File: src/rtl/vga_fb_arbiter.sv
// Arbitrates a single-port framebuffer RAM between VGA scan-out (fixed read slot every 4th pixel)
// and a pixel writer / whole-buffer clear engine sharing the remaining cycles.
module vga_fb_arbiter #(
  parameter int COLOR_W = 4,
  parameter int ADDR_W  = 15
) (
  input  logic               clk,
  input  logic               reset_n,
  input  logic [9:0]         sx,
  input  logic [9:0]         sy,
  input  logic               de,
  input  logic               hsync,
  input  logic               vsync,
  output logic               de_o,
  output logic               hsync_o,
  output logic               vsync_o,
  output logic [COLOR_W-1:0] pix_color,
  input  logic               wr_req,
  input  logic [7:0]         wr_x,
  input  logic [6:0]         wr_y,
  input  logic [COLOR_W-1:0] wr_data,
  output logic               wr_ready,
  input  logic               clr_start,
  input  logic [COLOR_W-1:0] clr_color,
  output logic               clr_busy,
  output logic [ADDR_W-1:0]  mem_addr,
  output logic               mem_we,
  output logic [COLOR_W-1:0] mem_wdata,
  input  logic [COLOR_W-1:0] mem_rdata
);

  localparam logic [0:0] ST_IDLE  = 1'b0;
  localparam logic [0:0] ST_CLEAR = 1'b1;

  localparam logic [ADDR_W-1:0] FB_WIDTH = ADDR_W'(160);
  localparam logic [ADDR_W-1:0] CLR_LAST = ADDR_W'(19199);

  logic [0:0]         state_reg, state_next;
  logic [ADDR_W-1:0]  clr_cnt_reg, clr_cnt_next;
  logic [COLOR_W-1:0] clr_color_reg, clr_color_next;
  logic [COLOR_W-1:0] cur_reg;
  logic               slot_q_reg;

  logic [9:0]        ny;
  logic              slot_line, slot_wrap, slot, free_cycle;
  logic [7:0]        rd_fx, rd_fy;
  logic [ADDR_W-1:0] rd_addr, wr_addr;
  logic              wr_in_range, wr_go, clr_go;

  // Display fetch runs two pixels ahead of its block; the slot at sx==798 primes column 0 of the next line.
  always_comb begin
    ny         = (sy == 10'd524) ? 10'd0 : sy + 10'd1;
    slot_line  = (sx[1:0] == 2'd2) && (sx < 10'd638);
    slot_wrap  = (sx == 10'd798) && (ny < 10'd480);
    slot       = slot_line | slot_wrap;
    free_cycle = ~slot;
    rd_fx      = slot_line ? 8'((sx + 10'd2) >> 2) : 8'd0;
    rd_fy      = slot_line ? sy[9:2] : ny[9:2];
    rd_addr    = ADDR_W'(rd_fy) * FB_WIDTH + ADDR_W'(rd_fx);
    wr_addr    = ADDR_W'(wr_y) * FB_WIDTH + ADDR_W'(wr_x);
  end

  always_comb begin
    wr_in_range = (wr_x < 8'd160) && (wr_y < 7'd120);
    wr_ready    = free_cycle && (state_reg == ST_IDLE);
    wr_go       = wr_req && wr_ready && wr_in_range;
    clr_go      = free_cycle && (state_reg == ST_CLEAR);
    clr_busy    = (state_reg == ST_CLEAR);
  end

  always_comb begin
    mem_addr  = rd_addr;
    mem_we    = 1'b0;
    mem_wdata = wr_data;
    if (clr_go) begin
      mem_addr  = clr_cnt_reg;
      mem_we    = 1'b1;
      mem_wdata = clr_color_reg;
    end else if (wr_go) begin
      mem_addr  = wr_addr;
      mem_we    = 1'b1;
      mem_wdata = wr_data;
    end
  end

  always_comb begin
    state_next     = state_reg;
    clr_cnt_next   = clr_cnt_reg;
    clr_color_next = clr_color_reg;
    case (state_reg)
      ST_IDLE: begin
        if (clr_start) begin
          state_next     = ST_CLEAR;
          clr_cnt_next   = '0;
          clr_color_next = clr_color;
        end
      end
      default: begin
        // Only free cycles advance the fill, so display slots are never taken.
        if (free_cycle) begin
          clr_cnt_next = clr_cnt_reg + ADDR_W'(1);
          if (clr_cnt_reg == CLR_LAST) begin
            state_next = ST_IDLE;
          end
        end
      end
    endcase
  end

  always_ff @(posedge clk or negedge reset_n) begin
    if (!reset_n) begin
      state_reg     <= ST_IDLE;
      clr_cnt_reg   <= '0;
      clr_color_reg <= '0;
    end else begin
      state_reg     <= state_next;
      clr_cnt_reg   <= clr_cnt_next;
      clr_color_reg <= clr_color_next;
    end
  end

  always_ff @(posedge clk or negedge reset_n) begin
    if (!reset_n) begin
      slot_q_reg <= 1'b0;
      cur_reg    <= '0;
      pix_color  <= '0;
      de_o       <= 1'b0;
      hsync_o    <= 1'b1;
      vsync_o    <= 1'b1;
    end else begin
      slot_q_reg <= slot;
      if (slot_q_reg) begin
        cur_reg <= mem_rdata;
      end
      pix_color <= de ? cur_reg : '0;
      de_o      <= de;
      hsync_o   <= hsync;
      vsync_o   <= vsync;
    end
  end

endmodule

File: config.mk
export PLATFORM = sky130hd
export DESIGN_NAME = vga_fb_arbiter
export DESIGN_NICKNAME = d
export VERILOG_FILES = /design/src/rtl/vga_fb_arbiter.sv
export SDC_FILE = /design/constraint.sdc
export NUM_CORES = 1
export LEC_CHECK = 0
export CAP_MARGIN = 15
export CORE_MARGIN = 2
export CORE_UTILIZATION = 45
export DETAILED_ROUTE_END_ITERATION = 8
export GPL_ROUTABILITY_DRIVEN = 0
export PLACE_DENSITY = 0.82
export SETUP_SLACK_MARGIN = 0.1
export SLEW_MARGIN = 40
export SYNTH_ARGS = -nofsm -noshare
export SYNTH_HDL_FRONTEND = slang
export SYNTH_SLANG_ARGS = --single-unit
File: constraint.sdc
create_clock -name clk -period 8.45 [get_ports clk]
set_clock_uncertainty 0.15 [all_clocks]
set_input_delay 2.535 -clock clk [delete_from_list [all_inputs] [get_ports clk]]
set_output_delay 2.535 -clock clk [all_outputs]
set_load 0.02 [all_outputs]
==> impl_results.md, run 1 <==
* Grt ovf at 0
* DR vias/cell at between 5 and 6
* WL/cell at 16.7 µm
* Die ar. at 7890 µm²
* Port buffer count at 82
* Crit. End Element: primary output
* Detailed Place HPWL at 7360 µm
* Crit path max fanout at 7
* Synth Flop Type: dfrtp_1
* Number of top-level design ports at 83
* R2r startpoint: clr_busy$_DFF_PN0_
* Hold path cells at 2
* CP required at between 5 and 6 ns
* Final WS setup at -0.100 ns
* Outcome: complete, but fails checks
* Fin crit share at 101%
* Synthesized cell area at 3240 µm²
* Clock Tree Root: clkbuf_8
* Switch share at between 30 and 40%
* Cells after synthesis at about 400
* Min Tclk post-route at between 8 and 9 ns
* Rows at 30
* Failing checks: setup timing
* CTS tree: yes
* Area delta synth->final at 60.9%
* Chip height at 88.8 µm
* Synth cell types at 62
* Crit-path max cell delay at 0.43 ns
* TritonCTS buffer count at 5
* #FFs+latches synth at 32
* Die Span X at 88.8 µm
* Post-DRT Antenna Nets at 0
* Yosys warning total at 0
* Clock Path Buffers at 2
* Async SR Flop Fraction at between 90% and 100%
* Setup TNS at -0.209 ns
* Worst-margin pin slew at 0.676 ns
* First-pass detailed-route iteration total at 5
* P_leak at 0.00239 µW
* Vias in the first global route at roughly 3,500
* Pin count of the biggest net entering global routing at 33
* Flop2flop setup slack at 6.37 ns
* Core area at 6870 µm²
* Worst hold path endpoint: clr_color_reg[3]$_DFFE_PN0P_
* Place WS at -0.852 ns
* Total track usage at 24.6%
* Share of cells above drive strength 1 at 31.7%
* Crit-path cells: clkdlybuf4s15_1, nand3_2, buf_4, o211a_4, o21ai_1, o21ai_2, ha_1, ha_2, inv_2, fa_2, nor2b_4, o31a_1, o21a_1, or4_4, a211oi_2, nand3b_1, o211ai_1, buf_4
* Max Fclk at between 0.1 and 0.15 GHz
* Cell area after layout at 5210 µm²
* Reg power frac at 28.6%
* H-tree depth at 2
* Critical path launch point type: input pin
* Remaining DRCs at 0
* Max Cap Viol at 0
* Final Max Slew Viols at 0
* Post-synth top cells: nand2_1 (62), nor2_1 (34), dfrtp_1 (30), ha_1 (30), xor2_1 (27)
* Initial Utilization at 47.2%
* Syn nets at 485
* Final setup fails at 4
* Final Hold Viols at 0
* First-pass GRT wire length at 15,700 µm
* Min-Delay Path Class: reg -> reg
* Crit Path Category: in -> out
* Most frequent CP cell: buf_4
* CTS clk-pin slew, worst paths at 0.07 ns
* Reg2Reg Depth at 5
* Nets at 655
* RSZ-0062 raised after global routing: true
* EDFF count, synth at 0
* DP Area at 4710 µm²
* Drt total wl at 11,100 µm
* PD cells at approximately 140 nW/µm²
* Crit path DAT at between 5 and 6 ns
* Worst Min Path Start: clr_color_reg[3]$_DFFE_PN0P_
* Register area share after synthesis at between 20% and 30%
* Number of flip-flops in the largest register at 15
* Reg2Reg Capture Point: clr_cnt_reg[14]$_DFFE_PN0P_
* Ant. Diodes at 0
* Synth Area per Inst at approximately 8.2 µm²
* Int Pwr at 452 µW
* Via count at approximately 3,800
* Skew-Pair Late Insertion Delay at approximately 0.28 ns
* Initial DRC count at 242
* Comb power frac at between 50% and 60%
* Most numerous cell in the Yosys netlist: nand2_1
* Sw Pwr at 259 µW
* Antenna violations before repair at 0
* CTS Sinks at 32
* Synth area leaders: dfrtp_1 (23%), ha_1 (12%), xor2_1 (7.3%), nand2_1 (7.2%), nor2_1 (3.9%)
* Crit path max-delay cell type: or4_4
* VDD IR max at around 0.00011 V
* Top-area cell type share of the netlist area at 23.2%
* Clock power share at about a fifth
* Post-synth top area cell: dfrtp_1
* Final Total Pwr at 711 µW
* Rel. slew slack at a little over half
metal layers:
layer / up-vias / GRT usage [%] / wire (µm)
met5: - / 0 / 0
met4: 0 / 5.37 / 433
met3: 48 / 3.17 / 698
met2: 178 / 45.3 / 5670
met1: 1791 / 30.6 / 4320
li1: 1781 / - / -
power by group through the flow:
stage / Clock (µW) / Combinational (µW) / Sequential [µW]
detailed placement: 0 / 321 / 204
global placement: 0 / 312 / 202
global route: 153 / 392 / 206
CTS: 145 / 331 / 202
finish: 144 / 364 / 203
floorplan: 0 / 172 / 201
critical path: cells and delay by family:
family,cells,cell delay [ns]
AO/OA/AOI/OAI,7,1.28
AND/OR/NAND/NOR,4,0.73
adder cells (fa/ha/maj),3,0.73
buffers and inverters,4,0.58
timing repair:
item | CTS | global route
gates resized for setup | 117 | 49
setup buffers | 7 | 13
endpoints found under the setup margin | 9 | 8
hold buffers | 0 | 0
pin swaps | 20 | 34
cell usage in the layout, fill, tap and decap left out, drive strengths merged, types with 3 or more instances in the layout:
cell type	instances
buf	110
nand2	62
clkdlybuf4s50	55
nor2	34
dfrtp	30
ha	30
xor2	27
o21ai	26
a21oi	17
inv	15
nand3	15
nand4	14
xnor2	13
and2	8
clkbuf	8
and3	6
a31oi	6
a21o	5
nor2b	5
o21a	4
mux2	4
dlygate4sd2	4
nor4	4
o211ai	4
fa	4
a211oi	3
and4	3
nor3b	3
metrics by stage:
stage | hold WS, ns | std cells | utilization (%)
floorplan | 0.296 | 397 | -
global placement | 0.309 | 636 | 68.5
detailed placement | 0.313 | 636 | 68.5
CTS | 0.329 | 651 | 72.4
global route | 0.368 | 664 | 75.9
finish | 0.333 | 664 | 75.9
worst max-delay path by stage:
stage          slack (ns)           end  start
6_report             -0.1  mem_addr[14]  sx[2]
5_1_grt             -0.26  mem_addr[14]  sx[9]
4_1_cts             -0.10  mem_addr[14]  sy[1]
3_5_place_dp        -0.85  mem_addr[14]  sy[4]
3_3_place_gp        -0.69  mem_addr[14]  sy[4]
2_1_floorplan        0.11  mem_addr[14]  sy[4]
cell families after synthesis:
kind of cell	Yosys count	synth area share, %
AOI/OAI and AO/OA	89	18.8
buffers and inverters	27	3.44
xor gates and xnor gates	40	10.8
DFF	32	24.8
and+or+nand+nor	170	26.3
muxes	5	1.70
adders and majority gates	34	14.1
final cells by class:
| cell class | instances | area (µm²) |
|---|---|---|
| clock buffers | 5 | 68.8 |
| clock inverters | 3 | 42.5 |
| fillers | 450 | 1660 |
| inverters | 15 | 56.3 |
| multi-input cells | 338 | 2620 |
| flip-flops and latches | 32 | 803 |
| well taps | 96 | 120 |
| repair buffers | 175 | 1510 |
Power figures use the tool's default switching activity.
==> inputs of run 2 (changes only) <==
CAP_MARGIN = 10   (was 15)
PLACE_DENSITY = 0.79   (was 0.82)
clock period = 10.4 ns   (was 8.45 ns; I/O delays follow)
==> run 2 against run 1 <==
The run now ends clean. Die area unchanged. Routed wire length shrank 20%. Hold slack got worse by 0.0082 ns. Non-clock buffer count is 50 lower. Highest routed layer unchanged. Critical path type unchanged. Power fell by 27%. Largest cell class unchanged.
==> impl_results.md, run 2 (same netlist as run 1, synthesis figures left out) <==
* Outcome: finished, final reports clean
* PD cells at 113 nW/µm² (-17%)
* Vias in the first global route at 3,365 (-5.0%)
* Crit. End Element: primary output
* Crit path max-delay cell type: clkdlybuf4s50_1
* Critical Path Source: sy[1]
* Place WS at -0.154 ns (+0.699 ns)
* Top delay family on crit path: simple AND/OR/NAND/NOR gates
* Worst Min Path Start: clr_color_reg[1]$_DFFE_PN0P_
* WL/cell at 14.5 µm (-13%)
* Reg power frac at 31.7% (+3.1 points)
* Detailed Place HPWL at 7250 µm (-1.5%)
* Switch share at 35.8% (-0.66 points)
* Chip height at 88.8 µm (unchanged)
* Max Fclk at 0.0983 GHz
* Nets at 605 (-7.6%)
* Initial DRC count at 176 (-27%)
* Rows at 30 (unchanged)
* Pin count of the biggest net entering global routing at 33 (unchanged)
* Final WS setup at 0.226 ns (+0.326 ns)
* Core area at 6870 µm² (unchanged)
* Final Hold Viols at 0 (unchanged)
* Fin util at 66.5% (-9.4 points)
* Min Hold Slack at 0.325 ns (-0.00817 ns)
* CTS tree: yes
* Number of top-level design ports at 83 (unchanged)
* Max Cap Viol at 0 (unchanged)
* Int Pwr at 332 µW (-27%)
* Fin crit share at 97.8%
* Die ar. at 7890 µm² (unchanged)
* Clock Path Buffers at 2 (unchanged)
* Post-DRT Antenna Nets at 0 (unchanged)
* Final Max Slew Viols at 0 (unchanged)
* Min Tclk post-route at around 10 ns
* Critical path launch point type: input pin
* R2r startpoint: clr_busy$_DFF_PN0_
* Clock power share at 20.0% (-0.3 points)
* H-tree depth at 2 (unchanged)
* Grt ovf at 0 (unchanged)
* Area of the multi-input gates at 2350 µm² (-10%)
* Final Total Pwr at 517 µW (-27%)
* CTS clk-pin slew, worst paths at 0.06 ns (about the same)
* TritonCTS buffer count at 5 (unchanged)
* Worst-margin pin slew at 0.699 ns (+0.0233 ns)
* Reg area at 803 µm² (unchanged)
* Ant. Diodes at 0 (unchanged)
* Remaining DRCs at 0 (unchanged)
* Number of flip-flops in the largest register at 15 (unchanged)
* Crit path max fanout at 3 (-4)
* Crit Path Category: in -> out
* Skew-Pair Late Insertion Delay at 0.29 ns (about the same)
* Crit path DAT at 6.90 ns (+1.04 ns)
* Antenna violations before repair at 0 (unchanged)
* Rel. slew slack at 53.2% (-1.6 points)
* VDD IR max at 0.0000611 V (-42%)
* Comb power frac at 48.3% (-2.8 points)
* First-pass detailed-route iteration total at 4 (-1)
* Sw Pwr at 185 µW (-29%)
* Most common cell after layout, fill and taps aside: clkdlybuf4s50_1
* Post-CTS Hold Buffers at 0 (unchanged)
* Highest-count cells in the layout ignoring fill and taps: clkdlybuf4s50_1 (77), nand2_1 (62), buf_4 (43)
* Initial Utilization at 47.2% (unchanged)
* Area delta synth->final at 41.0%
* Share of cells above drive strength 1 at 13.9% (-18 points)
* DR vias/cell at 5.53 (-3.3%)
* Crit-path max cell delay at 0.44 ns (about the same)
* Port buffer count at 82 (unchanged)
* RSZ-0062 raised after global routing: true
* Buf/Inv on CP at 3 (-1)
* Drt total wl at 8920 µm (-20%)
* Die Span X at 88.8 µm (unchanged)
* Total track usage at 23.1% (-1.5 points)
* First-pass GRT wire length at 14,800 µm (-5.7%)
* P_leak at 0.00205 µW (-14%)
* CP required at 7.13 ns (+1.36 ns)
* Via count at 3,397 (-11%)
* Clock Tree Root: clkbuf_8
* Final setup fails at 0 (-4)
* Fill count at 592 (+32%)
* Crit-path cells: clkdlybuf4s50_1, nor4_2, and4_1, buf_4, a21oi_1, o21ai_0, o21ai_0, ha_1, ha_1, nor2b_1, o31a_1, o21a_1, or4_1, a211oi_1, nand3b_1, o211ai_1, clkbuf_2
* Min-Delay Path Class: reg -> reg
* CTS Sinks at 32 (unchanged)
[run 2: changes by cell type in the layout (fill, tap and decap cells not counted), moves of 7 or more]
cell / before / now
buf_2: 9 / 0
buf_6: 13 / 0
o21ai_0: 7 / 14
buf_4: 86 / 43
clkdlybuf4s50_1: 55 / 77
ha_1: 23 / 30
[run 2: area by class of cell]
class                   instances  area share [%]
clock buffers                   8            2.19
inverters                      15            1.23
multi-input cells             338            51.5
flip-flops and latches         32            17.6
well taps                      96            2.63
repair buffers                125            24.8
[run 2: metrics by stage]
| step | instances | setup TNS (ns) | cell area (µm²) |
|---|---|---|---|
| 2_1_floorplan | 397 | 0 | 3240 |
| 3_3_place_gp | 605 | -0.0194 | 4440 |
| 3_5_place_dp | 605 | -0.187 | 4440 |
| 4_1_cts | 613 | 0 | 4550 |
| 5_1_grt | 614 | 0 | 4570 |
| 6_report | 614 | 0 | 4570 |
[run 2: routing by layer]
layer	wire, µm	share of wire [%]	vias to the layer above	track usage [%]
met1	3730	42	1599	28.1
met5	0	0	-	0
met4	255	2.9	0	8.13
li1	-	-	1670	-
met3	389	4.4	23	3.26
met2	4540	51	105	41.5
[run 2: power groups by stage]
| stage | Combinational [µW] | Clock [µW] | Sequential, µW |
|---|---|---|---|
| floorplan | 139 | 0 | 164 |
| global placement | 238 | 0 | 165 |
| detailed placement | 244 | 0 | 166 |
| CTS | 247 | 105 | 164 |
| global route | 275 | 110 | 167 |
| finish | 250 | 104 | 164 |
[run 2: worst reg2reg max path: cells and delay by family (launching register included)]
| kind | cells | cell delay (ns) |
|---|---|---|
| xor+xnor | 1 | 0.17 |
| simple gates | 2 | 0.21 |
| flops | 1 | 0.55 |
| compound gates | 2 | 0.73 |
[run 2: path summary, 6_finish.rpt]
check	cells past startpoint	slack [ns]	to
setup / recovery	17	0.23	mem_addr[14]
setup reg to reg	5	8.44	clr_cnt_reg[13]$_DFFE_PN0P_
min in group asynchronous	2	3.08	clr_color_reg[2]$_DFFE_PN0P_
hold / removal	2	0.33	clr_color_reg[1]$_DFFE_PN0P_
max in group asynchronous	2	6.70	vsync_o$_DFF_PN1_
hold reg to reg	2	0.33	clr_color_reg[1]$_DFFE_PN0P_
[run 2: timing repair]
action,4_1_cts,5_1_grt
buffers inserted,0,1
endpoints found under the setup margin,4,5
pin swaps,0,4
resized for setup,6,10
==> inputs of run 3 (changes only) <==
SKIP_LAST_GASP = 1   (was not set)
==> results of run 3 <==
Final layout, timing and power as in run 2 (identical DEF).
